### src/rtl/dot_overlay_renderer.sv
// Square-dot / champion / goal-box overlay for the VGA path. Processor writes land in a
// shadow file, which is copied to the displayed file only at a frame boundary.
module dot_overlay_renderer #(
  parameter int          NUM_DOTS    = 20,
  parameter int          ID_W        = 6,
  parameter int          DOT_SIZE    = 2,
  parameter int          GOAL_X      = 310,
  parameter int          GOAL_Y      = 50,
  parameter int          GOAL_SIZE   = 20,
  parameter logic [11:0] DOT_COLOR   = 12'h000,
  parameter logic [11:0] CHAMP_COLOR = 12'hF00,
  parameter logic [11:0] GOAL_COLOR  = 12'h0D0
) (
  input  logic            clk,
  input  logic            reset,
  input  logic            pix_en,
  input  logic [9:0]      x,
  input  logic [8:0]      y,
  input  logic            active,
  input  logic            screen_end,
  input  logic [11:0]     bg_color,
  input  logic            wr_valid,
  output logic            wr_ready,
  input  logic [1:0]      wr_field,
  input  logic [ID_W-1:0] wr_id,
  input  logic [9:0]      wr_data,
  input  logic            commit_req,
  output logic            commit_pending,
  output logic            frame_done,
  output logic            bad_wr,
  output logic [11:0]     rgb
);

  localparam logic [10:0] GOAL_X0 = 11'(GOAL_X);
  localparam logic [10:0] GOAL_X1 = 11'(GOAL_X + GOAL_SIZE);
  localparam logic [9:0]  GOAL_Y0 = 10'(GOAL_Y);
  localparam logic [9:0]  GOAL_Y1 = 10'(GOAL_Y + GOAL_SIZE);
  localparam logic [10:0] DOT_W   = 11'(DOT_SIZE);
  localparam logic [9:0]  DOT_H   = 10'(DOT_SIZE);

  logic                commit_fire;
  logic                wr_accept;
  logic                id_ok;
  logic [ID_W-1:0]     shadow_champ;
  logic                shadow_champ_en;
  logic [ID_W-1:0]     live_champ;
  logic                live_champ_en;
  logic [9:0]          s1_x;
  logic [8:0]          s1_y;
  logic                s1_active;
  logic [11:0]         s1_bg;
  logic [NUM_DOTS-1:0] hit;
  logic [NUM_DOTS-1:0] champ_sel;
  logic                champ_hit;
  logic                goal_hit;

  // A copy and a shadow write never share a cycle, so the copy always sees settled data.
  assign commit_fire = commit_pending & pix_en & screen_end;
  assign wr_ready    = ~commit_fire;
  assign wr_accept   = wr_valid & wr_ready;
  assign id_ok       = (wr_id < ID_W'(NUM_DOTS));

  genvar gi;
  generate
    for (gi = 0; gi < NUM_DOTS; gi++) begin : g_dot
      logic [9:0] shadow_x, live_x;
      logic [8:0] shadow_y, live_y;
      logic       shadow_en, live_en;
      logic       sel;

      assign sel = wr_accept && (wr_id == ID_W'(gi));

      always_ff @(posedge clk or posedge reset) begin
        if (reset) begin
          shadow_x  <= 10'd320;
          shadow_y  <= 9'd240;
          shadow_en <= 1'b0;
          live_x    <= 10'd320;
          live_y    <= 9'd240;
          live_en   <= 1'b0;
        end else begin
          if (sel && wr_field == 2'd0) shadow_x  <= wr_data;
          if (sel && wr_field == 2'd1) shadow_y  <= wr_data[8:0];
          if (sel && wr_field == 2'd2) shadow_en <= wr_data[0];
          if (commit_fire) begin
            live_x  <= shadow_x;
            live_y  <= shadow_y;
            live_en <= shadow_en;
          end
        end
      end

      // One extra bit on each side keeps a dot near the right/bottom edge from wrapping to 0.
      assign hit[gi] = live_en
          && ({1'b0, s1_x} >= {1'b0, live_x}) && ({1'b0, s1_x} < ({1'b0, live_x} + DOT_W))
          && ({1'b0, s1_y} >= {1'b0, live_y}) && ({1'b0, s1_y} < ({1'b0, live_y} + DOT_H));
      assign champ_sel[gi] = (live_champ == ID_W'(gi));
    end
  endgenerate

  always_ff @(posedge clk or posedge reset) begin
    if (reset) begin
      shadow_champ    <= '0;
      shadow_champ_en <= 1'b0;
      live_champ      <= '0;
      live_champ_en   <= 1'b0;
      commit_pending  <= 1'b0;
      frame_done      <= 1'b0;
      bad_wr          <= 1'b0;
    end else begin
      if (wr_accept && wr_field == 2'd3) begin
        if (id_ok) begin
          shadow_champ    <= wr_id;
          shadow_champ_en <= 1'b1;
        end else begin
          shadow_champ_en <= 1'b0;
        end
      end
      if (wr_accept && wr_field != 2'd3 && !id_ok) bad_wr <= 1'b1;
      if (commit_fire) begin
        live_champ    <= shadow_champ;
        live_champ_en <= shadow_champ_en;
      end
      // A request landing on the firing cycle stays pending for the following frame.
      commit_pending <= commit_req | (commit_pending & ~commit_fire);
      frame_done     <= commit_fire;
    end
  end

  assign champ_hit = live_champ_en && |(hit & champ_sel);
  assign goal_hit  = ({1'b0, s1_x} >= GOAL_X0) && ({1'b0, s1_x} < GOAL_X1)
                  && ({1'b0, s1_y} >= GOAL_Y0) && ({1'b0, s1_y} < GOAL_Y1);

  always_ff @(posedge clk or posedge reset) begin
    if (reset) begin
      s1_x      <= '0;
      s1_y      <= '0;
      s1_active <= 1'b0;
      s1_bg     <= '0;
      rgb       <= '0;
    end else if (pix_en) begin
      s1_x      <= x;
      s1_y      <= y;
      s1_active <= active;
      s1_bg     <= bg_color;
      if (!s1_active)    rgb <= 12'h000;
      else if (champ_hit) rgb <= CHAMP_COLOR;
      else if (|hit)     rgb <= DOT_COLOR;
      else if (goal_hit) rgb <= GOAL_COLOR;
      else               rgb <= s1_bg;
    end
  end

endmodule

### config.mk
export PLATFORM = sky130hd
export DESIGN_NAME = dot_overlay_renderer
export DESIGN_NICKNAME = d
export VERILOG_FILES = /design/src/rtl/dot_overlay_renderer.sv
export SDC_FILE = /design/constraint.sdc
export NUM_CORES = 2
export LEC_CHECK = 0
export ABC_AREA = 0
export CELL_PAD_IN_SITES_DETAIL_PLACEMENT = 1
export CELL_PAD_IN_SITES_GLOBAL_PLACEMENT = 2
export CORE_ASPECT_RATIO = 0.6
export CORE_MARGIN = 2
export CORE_UTILIZATION = 43
export DETAILED_ROUTE_END_ITERATION = 16
export DONT_BUFFER_PORTS = 1
export PLACE_DENSITY_LB_ADDON = 0.1
export RECOVER_POWER = 25
export SETUP_SLACK_MARGIN = 0.15
export SLEW_MARGIN = 10
export SYNTH_ARGS = -nofsm -noshare
export SYNTH_HDL_FRONTEND = slang
export SYNTH_SLANG_ARGS = --single-unit
### constraint.sdc
create_clock -name clk -period 30.7 [get_ports clk]
set_input_delay 4.605 -clock clk [delete_from_list [all_inputs] [get_ports clk]]
set_output_delay 4.605 -clock clk [all_outputs]
set_load 0.01 [all_outputs]
## Yosys cells after proc, flatten, opt, wreduce, memory -nomap -nowiden

Cells that the tools add are included.

| operators by class | value |
|---|---|
| add/sub/neg operators | 40 |
| order comparisons | 85 |
| equal/unequal tests | 42 |
| multiplexer cells | 5 |
| bitwise operators | 7 |
| reduce and logical (&&, ||, !) cells | 174 |

Operators with widths:

| kind | count |
|---|---|
| $add 10x2->11 const B | 20 |
| $lt 10x11->1 | 20 |
| $add 9x2->10 const B | 20 |
| $ge 10x10->1 | 20 |
| $lt 9x10->1 | 20 |
| $ge 9x9->1 | 20 |
| $logic_and 1x1->1 | 167 |
| $eq 6x4->1 const B | 16 |
| $eq 6x3->1 const B | 8 |
| $eq 6x5->1 const B | 8 |
| $mux 12 | 4 |
| $reduce_or 20->1 | 2 |
| $eq 6x2->1 const B | 4 |
| $and 20x20->20 | 1 |
| $eq 6x1->1 const B | 2 |
| $logic_not 6->1 | 2 |
| $ge 10x9->1 const B | 1 |
| $lt 10x9->1 const B | 1 |
| $ge 9x6->1 const B | 1 |
| $lt 9x7->1 const B | 1 |
| $lt 6x5->1 const B | 1 |
| $and 1x1->1 | 4 |
| $eq 2x2->1 const B | 2 |
| $eq 2x1->1 const B | 1 |
| 7 further kinds | 7 |

| word-level totals | value |
|---|---|
| register bits after elaboration | 861 |
| input port bits | 56 |
| output and inout bits | 16 |
| logic and storage cells | 485 |

## Depth between registers and ports, before layout

| logic depth | value |
|---|---|
| depth in word-level cells | 10 |
| depth in mapped cells | 16 |
| mapped depth without buffers | 15 |

## Least setup slack after synthesis

OpenSTA, ideal clock, no wires.

| path | value |
|---|---|
| kind | input-to-output |
| from | input port pix_en |
| to | output port wr_ready |
| arrival | 5.240 ns |
| required time | 26.095 ns |
| slack | 20.855 ns |
| stages on the path | 3 |
| path buffers | 2 |
| cell sequence | clkbuf_1 > nand3_1 > clkbuf_1 |

| on the way | value |
|---|---|
| longest elaborated chain between the ends | 3 |

RTL lines:

| item | RTL line | text |
|---|---|---|
| start, declared | 16 | `input logic pix_en,` |
| $and 1x1->1 (2 in a row) | 58 | `assign commit_fire = commit_pending & pix_en & screen_end;` |
| $not 1->1 | 59 | `assign wr_ready = ~commit_fire;` |
| end, declared | 23 | `output logic wr_ready,` |

Every way passes these cells.

## Worst setup path in the final report

| path | value |
|---|---|
| from | input port screen_end |
| to | register g_dot[3].live_y[7] |

| on the way | value |
|---|---|
| longest elaborated chain between the ends | 1 |

RTL lines:

| item | RTL line | text |
|---|---|---|
| start, declared | 20 | `input logic screen_end,` |
| $and 1x1->1 | 58 |  |
| end signal, assigned | 87 | `live_y <= shadow_y;` |
| end, declared | 67 | `logic [8:0] shadow_y, live_y;` |

Every way passes these cells.
A chain may end at the register's enable or synchronous reset.

==> results.md <==
- The later pin in the worst-skew pair is clocked with a latency of between 700 and 800 ps.
- The first-iteration detailed-routing DRC count is between 2000 and 3000.
- The type of the worst setup path is primary input to register.
- In the routed design, unresolved DRC markers number 0.
- Walking the worst path, the cells encountered are nand3_1, clkinvlp_2, clkbuf_1, buf_4, buf_4, nand2_1, o21ai_0.
- Data on the critical path arrives at its endpoint at 18320 ps.
- The clock passes through at most 3 buffers.
- In this run the vertical extent of the chip is 276.3 um.
- The post-synthesis share of cell area spent on full adders, half adders and majority gates is 0.1789.
- The share of synthesized area in the top cell type comes to 0.2923.
- The slack of the worst reg-to-reg path is 16420 ps.
- After detailed routing, the total wire length is approximately 180 mm.
- From synthesis to final layout, the design area changed by 9.745%.
- The core utilization of the finished layout is 0.4776.
- The number of slew-limit violations in the final report is about 750.
- The worst hold path stage count is 2.
- At the pin with the least slew margin, the transition time is roughly 9900 ps.
- The depth of the CTS H-tree is 3.
- The root buffer selected by CTS is sky130_fd_sc_hd__clkbuf_16.
- In the synthesized netlist, the number of instances is 5268.
- The area of the core is between 100000 and 150000 sq um.
- After legalization and detailed placement, the total HPWL measured ~120 mm.
- The highest attainable clock frequency is roughly 0.056 GHz.
- The clock skew after layout is 29.69 ps.
- The pre-antenna-repair detailed-routing pass consisted of 5 iterations.
- The number of CTS-inserted buffers is 91.
- The count of cells along the worst register-to-register path is 7.
- The worst register-to-register path ends at g_dot[3].live_y[7].
- The classification of the worst-slack hold path is register to register.
- Buffers inserted to repair hold after CTS numbered 0.
- The final count of negative-setup-slack endpoints is 0.
- The flow ran to the end, but the final reports show violations.
- The post-synthesis cell area is ~53000 sq um.
- The first-pass GRT wire length is between 200 and 300 mm.
- The reported max-cap violation count is 7.
- The largest net degree at the start of global routing is 241.
- The critical path endpoint category is a register.
- The multiplexer fraction of the synthesized cell area is 0.09109.
- The number of antenna violations at the first check in global routing was 16.
- The TritonCTS clock tree is built.
- In the synthesized netlist the dominant register cell turns out to be sky130_fd_sc_hd__dfrtp_1.
- The detail route stage leaves a number of antenna-violating nets equal to 0.
- Tracing the worst setup path back leads to its startpoint at screen_end.
- Once the clock tree was built, the setup fixing pass inserted 0 buffers.
- Of the cells placed in the final design, the portion with a size suffix greater than 1 is 0.1016.
- The netlist uses 80 different library cells.
- The largest total area in the synthesized netlist belongs to sky130_fd_sc_hd__dfrtp_1.
- The launch point of the worst reg-to-reg path is commit_pending.
- The synthesized-area fraction occupied by ao, oa, aoi and oai cells came to 0.1163.
- The quantity of I/O buffers inserted on ports is 0.
- The simple-gate area share of the yosys netlist is 0.1206.
- The share of the Yosys chip area taken by registers is 0.4110.
- Across the VDD grid, the largest voltage drop is 0.00003964 V.
- In this run the worst setup path terminates at g_dot[3].live_y[7].
- The chip width is approximately 460 um.
- In this run the count of I/O pins placed on the die edge is 72.
- CTS saw ~860 sinks.
- The smallest clock period supported by the final layout is computed as between 15000 and 20000 ps.
- The CTS clock-pin slew for the worst setup and hold paths is 70 ps.
- The detailed router placed 39990 vias in this run.
- Setup total negative slack on the finished layout was measured at 0 ps.
- The cell that appears most often on the critical path is sky130_fd_sc_hd__buf_4.
- The peak fanout along the critical path is 240.
- The share of the clock period used by the worst path is 0.5772.
- The synthesized netlist net count is about 6000.
- Yosys printed 0 warnings.
- The xor/xnor cell area share of the yosys netlist is 0.04284.
- The average wire length per cell after detail routing is 25.20 um.
- After synthesis, the most frequently instantiated cells are sky130_fd_sc_hd__ha_1 (760), sky130_fd_sc_hd__nand2_1 (708), sky130_fd_sc_hd__dfrtp_1 (621).
- In this run the static leakage power is 0.02556 uW.
- Setup repair after global routing left no endpoint under its margin.
- For this run, asynchronously set or reset flops after synthesis account for 1.000.
- STA puts the critical path data required time at 31300 ps.
- The total routing resource utilization after global routing is 0.2792.
- The number of endpoints with negative hold slack in the final report was 0.
- For this run, the slowest stage of the critical path takes about 7100 ps.
- The final reports fail on capacitance limit, slew limit.
- The routability-driven placement congestion ratio is 0.8454.
- The number of global-route vias before repair is 41000.
- After synthesis, the largest family of logic cells by area is adder cells.
- The number of vias per cell is 5.742.
- After synthesis, the cell types taking the most area are sky130_fd_sc_hd__dfrtp_1 (29%), sky130_fd_sc_hd__ha_1 (18%), sky130_fd_sc_hd__dfstp_2 (12%), sky130_fd_sc_hd__mux2_1 (8.0%), sky130_fd_sc_hd__nand2_1 (5.0%).
- The most frequently used cell type in the post-synthesis netlist is sky130_fd_sc_hd__ha_1.
- The number of synthesized flops with an enable pin is 0.
- The effective utilization at floorplan is 0.4352.
- STA classifies the critical path startpoint as a primary input.
- The post-synthesis register bit count is 861.
- The post-cts repair resize count is 0.
- After the last flow step, the layout net total stands at between 6000 and 7000.
- The final non-filler cell total is 6964.
- For this design, the slowest cell found on the critical path is sky130_fd_sc_hd__clkbuf_1.
- Summed over all layers, the global routing overflow is 0.
- The power density of the placed cells is 50.98 nW/um^2.
- The average instance area after synthesis is 10.09 sq um.
- The worst-case headroom to the max-slew limit is -5.599.
- The floorplan step defined a die boundary enclosing 126500 sq um.
- The count of placed standard cells including taps is 6788.
- The number of rows in the core area is 99.
## worst min path at each step
stage | slack (ps) | start | endpoint
after CTS | 460 | g_dot[2].shadow_en | g_dot[2].live_en
final | 460 | g_dot[2].shadow_en | g_dot[2].live_en
after floorplan | 430 | shadow_champ[5] | live_champ[5]
after detailed placement | 450 | g_dot[19].shadow_x[0] | g_dot[19].live_x[0]
after global routing | 490 | g_dot[2].shadow_en | g_dot[2].live_en
after global placement | 450 | g_dot[16].shadow_y[0] | g_dot[16].live_y[0]
## per-layer routing
metal  GRT usage  routed length [um]
met5           0                  27
met1      0.4490               92650
met2      0.3936               69950
met3     0.04185               10150
met4     0.04654                2706
## sequential cells by signal, indices dropped and copies added (netlist names)
name,cells
rgb,12
shadow_champ_en,1
g_dot.shadow_x,200
g_dot.live_x,200
g_dot.shadow_y,180
frame_done,1
live_champ,6
g_dot.shadow_en,20
s1_y,9
shadow_champ,6
bad_wr,1
live_champ_en,1
g_dot.live_en,20
commit_pending,1
s1_bg,12
s1_x,10
g_dot.live_y,180
s1_active,1
## area by class of cell
| class | count | area [sq um] |
|---|---|---|
| fillers | 13450 | 63800 |
| clock buffers | 145 | 2814 |
| repair buffers | 53 | 400.4 |
| multi-input cells | 3853 | 29230 |
| flip-flops and latches | 861 | 21900 |
| inverters | 405 | 1523 |
| clock inverters | 27 | 431.7 |
| well taps | 1616 | 2022 |
| diodes | 4 | 10.01 |
## power by group
part / total [uW] / internal (uW) / switching (uW)
clock: 1220 / 715 / 505
combinational: 487 / 186 / 301
sequential: 1270 / 1200 / 70.4
## cells in the final DEF (no fill, tap or decap), types with 74 or more instances in the layout
cell type,instances
sky130_fd_sc_hd__nand4_1,74
sky130_fd_sc_hd__o21ai_0,434
sky130_fd_sc_hd__ha_1,760
sky130_fd_sc_hd__nor2_1,132
sky130_fd_sc_hd__clkbuf_16,94
sky130_fd_sc_hd__mux2_1,378
sky130_fd_sc_hd__a21oi_1,154
sky130_fd_sc_hd__xnor2_1,260
sky130_fd_sc_hd__nand2_1,708
sky130_fd_sc_hd__dfstp_2,240
sky130_fd_sc_hd__nand3_1,221
sky130_fd_sc_hd__dfrtp_1,604
sky130_fd_sc_hd__inv_1,386
## logic make-up (layout without fill, tap and decap cells)
| group | Yosys count | in the layout |
|---|---|---|
| simple gates | 1397 | 1397 |
| compound gates | 1006 | 1006 |
| flops | 861 | 861 |
| fa+ha+maj | 760 | 760 |
| buf+inv | 554 | 630 |
| mux | 430 | 430 |
| xor+xnor | 260 | 260 |
| other cells | 0 | 4 |
## metrics by stage
| stage | cell area (sq um) | worst slack [ps] | power (uW) | hold slack [ps] |
|---|---|---|---|---|
| after floorplan | 53160 | 2297 | 1584 | 430.9 |
| after global placement | 55160 | 21260 | 1747 | 446.0 |
| after detailed placement | 55160 | 21260 | 1769 | 449.2 |
| after CTS | 58410 | 21260 | 3003 | 456.6 |
| after global routing | 58330 | 11540 | 3120 | 485.4 |
| final | 58340 | 12980 | 2974 | 458.4 |
## critical path: cells and delay by family
kind,cells,cell delay [ps]
AND/OR/NAND/NOR,2,570
buffers and inverters,4,12610
AO/OA/AOI/OAI,1,140
Power figures use the tool's default switching activity.
